[config.mk]
export PLATFORM = sky130hd
export DESIGN_NAME = trivium_stream_core
export DESIGN_NICKNAME = d
export VERILOG_FILES = /design/src/rtl/trivium_stream_core.sv
export SDC_FILE = /design/constraint.sdc
export NUM_CORES = 1
export LEC_CHECK = 0
export BUFFER_PORTS_ARGS = -buffer_cell sky130_fd_sc_hd__buf_2
export CAP_MARGIN = 20
export CORE_MARGIN = 2
export CORE_UTILIZATION = 45
export DETAILED_ROUTE_END_ITERATION = 8
export PLACE_DENSITY_LB_ADDON = 0.05
export SLEW_MARGIN = 20
export SYNTH_ARGS = -nofsm -noshare
export SYNTH_HDL_FRONTEND = slang
export SYNTH_SLANG_ARGS = --single-unit
[constraint.sdc]
create_clock -name clk -period 2 [get_ports clk]
set_clock_uncertainty 0.05 [all_clocks]
set_input_delay 0.1 -clock clk [delete_from_list [all_inputs] [get_ports clk]]
set_output_delay 0.1 -clock clk [all_outputs]
set_load 0.02 [all_outputs]
[src/rtl/trivium_stream_core.sv]
// rtl/trivium_stream_core.sv - Trivium keystream engine XORing W bits per clock onto a ready/valid stream
module trivium_stream_core #(
    parameter int               W         = 8,
    parameter int               CNT_W     = 33,
    parameter logic [CNT_W-1:0] MAX_WORDS = CNT_W'(64'h1_0000_0000)
) (
    input  logic         clk,
    input  logic         rst,
    input  logic [79:0]  key,
    input  logic [79:0]  iv,
    input  logic         start,
    output logic         ready_key,
    input  logic         in_valid,
    output logic         in_ready,
    input  logic [W-1:0] in_data,
    output logic         out_valid,
    input  logic         out_ready,
    output logic [W-1:0] out_data,
    output logic         exhausted
);

    localparam int               INIT_CYCLES = 1152 / W;
    localparam int               IC_W        = 11;
    localparam logic [IC_W-1:0]  INIT_LAST   = IC_W'(INIT_CYCLES - 1);
    localparam logic [CNT_W-1:0] LAST_WORD   = MAX_WORDS - 1'b1;

    typedef enum logic [1:0] {
        IDLE,
        INIT,
        RUN,
        EXH
    } state_t;

    state_t state, state_next;

    // s[i] holds Trivium bit s(i+1)
    logic [287:0]     s;
    logic [287:0]     s_adv;
    logic [287:0]     image;
    logic [W-1:0]     z;
    logic [IC_W-1:0]  init_cnt;
    logic [CNT_W-1:0] cnt;
    logic [CNT_W-1:0] cnt_inc;
    logic             load;
    logic             advance;
    logic             accept;

    // key in s1..s80, iv in s94..s173, ones in s286..s288, zeros elsewhere
    assign image = {3'b111, 108'b0, 4'b0, iv, 13'b0, key};

    assign ready_key = (state == RUN);
    assign exhausted = (state == EXH);
    assign cnt_inc   = (cnt == MAX_WORDS) ? cnt : cnt + 1'b1;

    // W chained rounds; round j supplies keystream bit j
    always_comb begin
        logic t1, t2, t3;
        s_adv = s;
        z     = '0;
        for (int j = 0; j < W; j++) begin
            t1   = s_adv[65] ^ s_adv[92];
            t2   = s_adv[161] ^ s_adv[176];
            t3   = s_adv[242] ^ s_adv[287];
            z[j] = t1 ^ t2 ^ t3;
            t1   = t1 ^ (s_adv[90] & s_adv[91]) ^ s_adv[170];
            t2   = t2 ^ (s_adv[174] & s_adv[175]) ^ s_adv[263];
            t3   = t3 ^ (s_adv[285] & s_adv[286]) ^ s_adv[68];
            s_adv = {s_adv[286:177], t2, s_adv[175:93], t1, s_adv[91:0], t3};
        end
    end

    // next state and handshake decode; start overrides everything
    always_comb begin
        state_next = state;
        in_ready   = 1'b0;
        accept     = 1'b0;
        load       = 1'b0;
        advance    = 1'b0;
        if (start) begin
            load       = 1'b1;
            state_next = INIT;
        end else begin
            case (state)
                INIT: begin
                    advance = 1'b1;
                    if (init_cnt == INIT_LAST) begin
                        state_next = RUN;
                    end
                end
                RUN: begin
                    in_ready = !out_valid || out_ready;
                    accept   = in_valid && in_ready;
                    advance  = accept;
                    if (accept && (cnt == LAST_WORD)) begin
                        state_next = EXH;
                    end
                end
                default: ;
            endcase
        end
    end

    // state register
    always_ff @(posedge clk or negedge rst) begin
        if (!rst) begin
            state <= IDLE;
        end else begin
            state <= state_next;
        end
    end

    // cipher state, counters and the single output register
    always_ff @(posedge clk or negedge rst) begin
        if (!rst) begin
            s         <= '0;
            init_cnt  <= '0;
            cnt       <= '0;
            out_valid <= 1'b0;
            out_data  <= '0;
        end else begin
            if (load) begin
                s        <= image;
                init_cnt <= '0;
                cnt      <= '0;
            end else begin
                if (advance) begin
                    s <= s_adv;
                end
                if (state == INIT) begin
                    init_cnt <= init_cnt + 1'b1;
                end
                if (accept) begin
                    cnt <= cnt_inc;
                end
            end

            // abort drops a pending word; a word left over from exhaustion still drains
            if (load && (state == INIT || state == RUN)) begin
                out_valid <= 1'b0;
            end else if (accept) begin
                out_valid <= 1'b1;
                out_data  <= in_data ^ z;
            end else if (out_ready) begin
                out_valid <= 1'b0;
            end
        end
    end

endmodule

==> results.md <==
- Num ports: 185
- Clk sinks: 343
- R2R depth: 10
- Sequential share of the synthesized area: 53.4%
- Synth Area per Inst: a little under 10 um2
- VDD IR-drop max: 0.00103 V
- First-pass GRT wire length: roughly 70,000 um
- R2R Setup Slk: 0.03 ns
- Pint: 0.0204 W
- Setup_tns: 0 ns
- CTS buffer count: 40
- Post-DP HPWL: 29,000 um
- Pwr Total: ~0.031 W
- Largest family of logic cells by synthesized area: simple AND/OR/NAND/NOR gates
- Hold Path Class: in2reg
- Post-route cell area: 22,300 um2
- Post-route DRC violation count: 0
- Switching share of power: between 30% and 40%
- Register bit count reported by yosys: 343
- Post-synthesis compound-gate area fraction: 10.3%
- Final Hold Viols: 0
- Vias per cell: 5.19
- Gate power share: 44.8%
- Flop pwr share: 32.7%
- Fin cells: 2,594
- Max frequency: 507 MHz
- Core area: 35,400 um2
- Synth cell types: 42
- Synth Area in Adders: less than 1%
- Fin nets: ~2,300
- Pleak: 10.0 nW
- Outcome: completed
- Post-synthesis simple-gate area fraction: 15.3%
- Critical Path Fanout Max: 12
- Largest net degree at the start of global routing: 69
- Slew Limit Headroom: 65.3%
- Dpl cell area: 18,300 um2
- Post-route minimum period: 1.97 ns
- Cells after Synth: 1,669
- Required time worst endpoint: about 2.4 ns
- Pwr Density: roughly 1400 nW/um2
- Fin. max-slew vios: 0
- Gpl congestion: 0.807
- Wire length per cell: 18.2 um
- DIE WIDTH: 193 um
- GRT overflow: 0
- CTS root buffer: clkbuf_16
- Max-cap violations: 0
- TritonCTS clock tree: built
- WP data arrival: 2.33 ns
- Via count: ~13,000
- Synthesized area: 16,100 um2
- Clock transition at path regs: 0.06 ns
- Crit start category: flop
- Routed Wire Length: roughly 47,000 um
- DRT iter0 DRCs: 753
- Inst Count DP: roughly 2,300
- Final Cycle Share: 98.7%
- PortBufs: between 150 and 200
- Die height: 193 um
- Net Count, Synth: around 1,800
- Remaining antenna violation count: 0
- Synth Area in XOR/XNOR: 6.70%
- Actual slew at the worst max-slew pin: around 0.52 ns
- Post-synth EDFFs: 0
- Skew-Pair Late Insertion Delay: around 0.56 ns
- Ratio of cells with drive above 1 in the final layout: about a fifth
- Longest Clk Path Bufs: 3
- Die area: 37,300 um2
- Hold Path Cell Cnt: 4
- Dominant synthesized flop cell: dfrtp_1
- Sw Pwr: 0.0111 W
- Synth warnings: 0
- # H-tree levels: 2
- Total global routing track utilization: 24.3%
- Power share of the clock group: roughly 23%
- CP Capture Type: flop
- Setup violations, final: 0
- Drt first pass iters: 5
- RSZ-0062 raised after global routing: yes
- CP Class: reg2reg
- Initial antenna violation count: 1
- Post-synthesis mux area share: between 10% and 20%
- Fraction of registers with async set/reset: 100%
- Area delta synth->final: 38.7%
- Rows: just under 70
- Initial core utilization: between 40 and 50%
- Vias in the first global route: about 13,000
## layer usage
metal  GRT usage [%]  vias up  share of wire [%]  wire length [um]
li1                -     6497                  -                 -
met5               0        -                  0                 0
met3            3.58       73                4.4              2080
met4            8.68        0                2.7              1260
met1            34.4     6567                 46             21900
met2            38.3      314                 46             21900
## Yosys cell counts (5+ instances only)
cell type | instances | share of area, %
nand2_1 | 436 | 10
dfrtp_1 | 343 | 53
o21ai_0 | 172 | 5.4
mux2i_1 | 162 | 10
a21oi_1 | 132 | 4.1
xnor2_1 | 103 | 5.6
clkbuf_1 | 74 | 1.7
nor2_1 | 58 | 1.4
buf_2 | 28 | 0.87
nand4_1 | 22 | 0.86
xor2_1 | 20 | 1.1
nand3_1 | 14 | 0.44
inv_1 | 11 | 0.26
or3_1 | 11 | 0.43
mux2_2 | 10 | 0.70
nor3_1 | 9 | 0.28
nor4_1 | 9 | 0.35
ha_1 | 7 | 0.54
and3_1 | 6 | 0.23
o211ai_1 | 5 | 0.23
## state kept, by name, indices dropped and copies added (netlist names)
signal and count:
init_cnt 11, state 2, s 288, cnt 33, out_valid 1, out_data 8
## through the flow
| stage | hold WS, ns | setup WS [ns] | util, % |
|---|---|---|---|
| floorplan | -0.246 | 0.00488 | - |
| global placement | 0.00315 | 0.0475 | 51.6 |
| detailed placement | 0.00317 | -0.0378 | 51.6 |
| CTS | 0.00333 | 0.0115 | 60.5 |
| global route | 0.0470 | -0.0606 | 63.0 |
| finish | 0.0113 | 0.0267 | 63.0 |
## worst paths after layout
check,startpoint,endpoint
min in group asynchronous,rst,s[128]
setup / recovery,state[0],s[126]
max in group asynchronous,rst,s[71]
hold / removal,in_data[3],out_data[3]
setup reg to reg,state[0],s[126]
hold reg to reg,out_data[0],out_data[0]
## repair_timing
action	in CTS	in global routing
buffers inserted	0	18
resized for setup	1	53
cloned	0	18
hold buffers	187	0
endpoints found under the setup margin	2	283
hold endpoints to repair	513	0
pin swaps	0	12
## power groups by stage
stage,Combinational [W],Clock [W],Sequential (W)
CTS,0.0114,0.00726,0.0103
floorplan,0.00742,0,0.00987
finish,0.0141,0.00709,0.0103
detailed placement,0.0111,0,0.0104
global route,0.0152,0.00756,0.0105
global placement,0.0110,0,0.0103
## layout by cell type (no fill, tap or decap), types with 5 or more instances in the layout
master and instances:
buf_6 6, clkbuf_8 8, nand3_1 13, clkbuf_16 57, mux2i_1 161, dlygate4sd3_1 187, and3_1 5, a21oi_2 5
o21ai_0 170, nand2_1 436, buf_2 182, o211ai_1 5, buf_16 10, a21oi_1 126, inv_1 8, nor4_2 9
buf_4 66, xor2_1 20, or3_1 10, nor2_1 57, xnor2_1 103, dfrtp_1 340, mux2_2 10, nand4_1 22
nor3_1 9, buf_12 30, clkbuf_1 16
## cell families (layout without fill, tap and decap cells)
logic type                 after synthesis  in the layout
buffers and inverters                  117            580
xor gates and xnor gates               123            123
other                                    0              1
muxes                                  172            172
and+or+nand+nor                        587            587
adders and majority gates                7              7
DFF                                    343            343
AOI/OAI and AO/OA                      320            320
## worst max-delay path, stage by stage, from the launching register on
cell       delay [ns]
dfrtp_1          0.38
inv_1            0.09
ha_4             0.16
nand3_2          0.11
a21oi_4          0.18
buf_12           0.14
buf_16           0.13
buf_12           0.12
clkbuf_16        0.18
mux2i_1          0.21
o21ai_0          0.10
## cell type report
type	instances	area [um2]
Timing Repair Buffer	499	4650
Fill cell	3009	13100
Clock buffer	65	1200
Tap cell	461	577
Multi-Input combinational cell	1209	7190
Sequential cell	343	8590
Antenna cell	1	2.50
Clock inverter	5	57.6
Inverter	11	41.3
No activity file was read; power rests on OpenSTA's default activity.
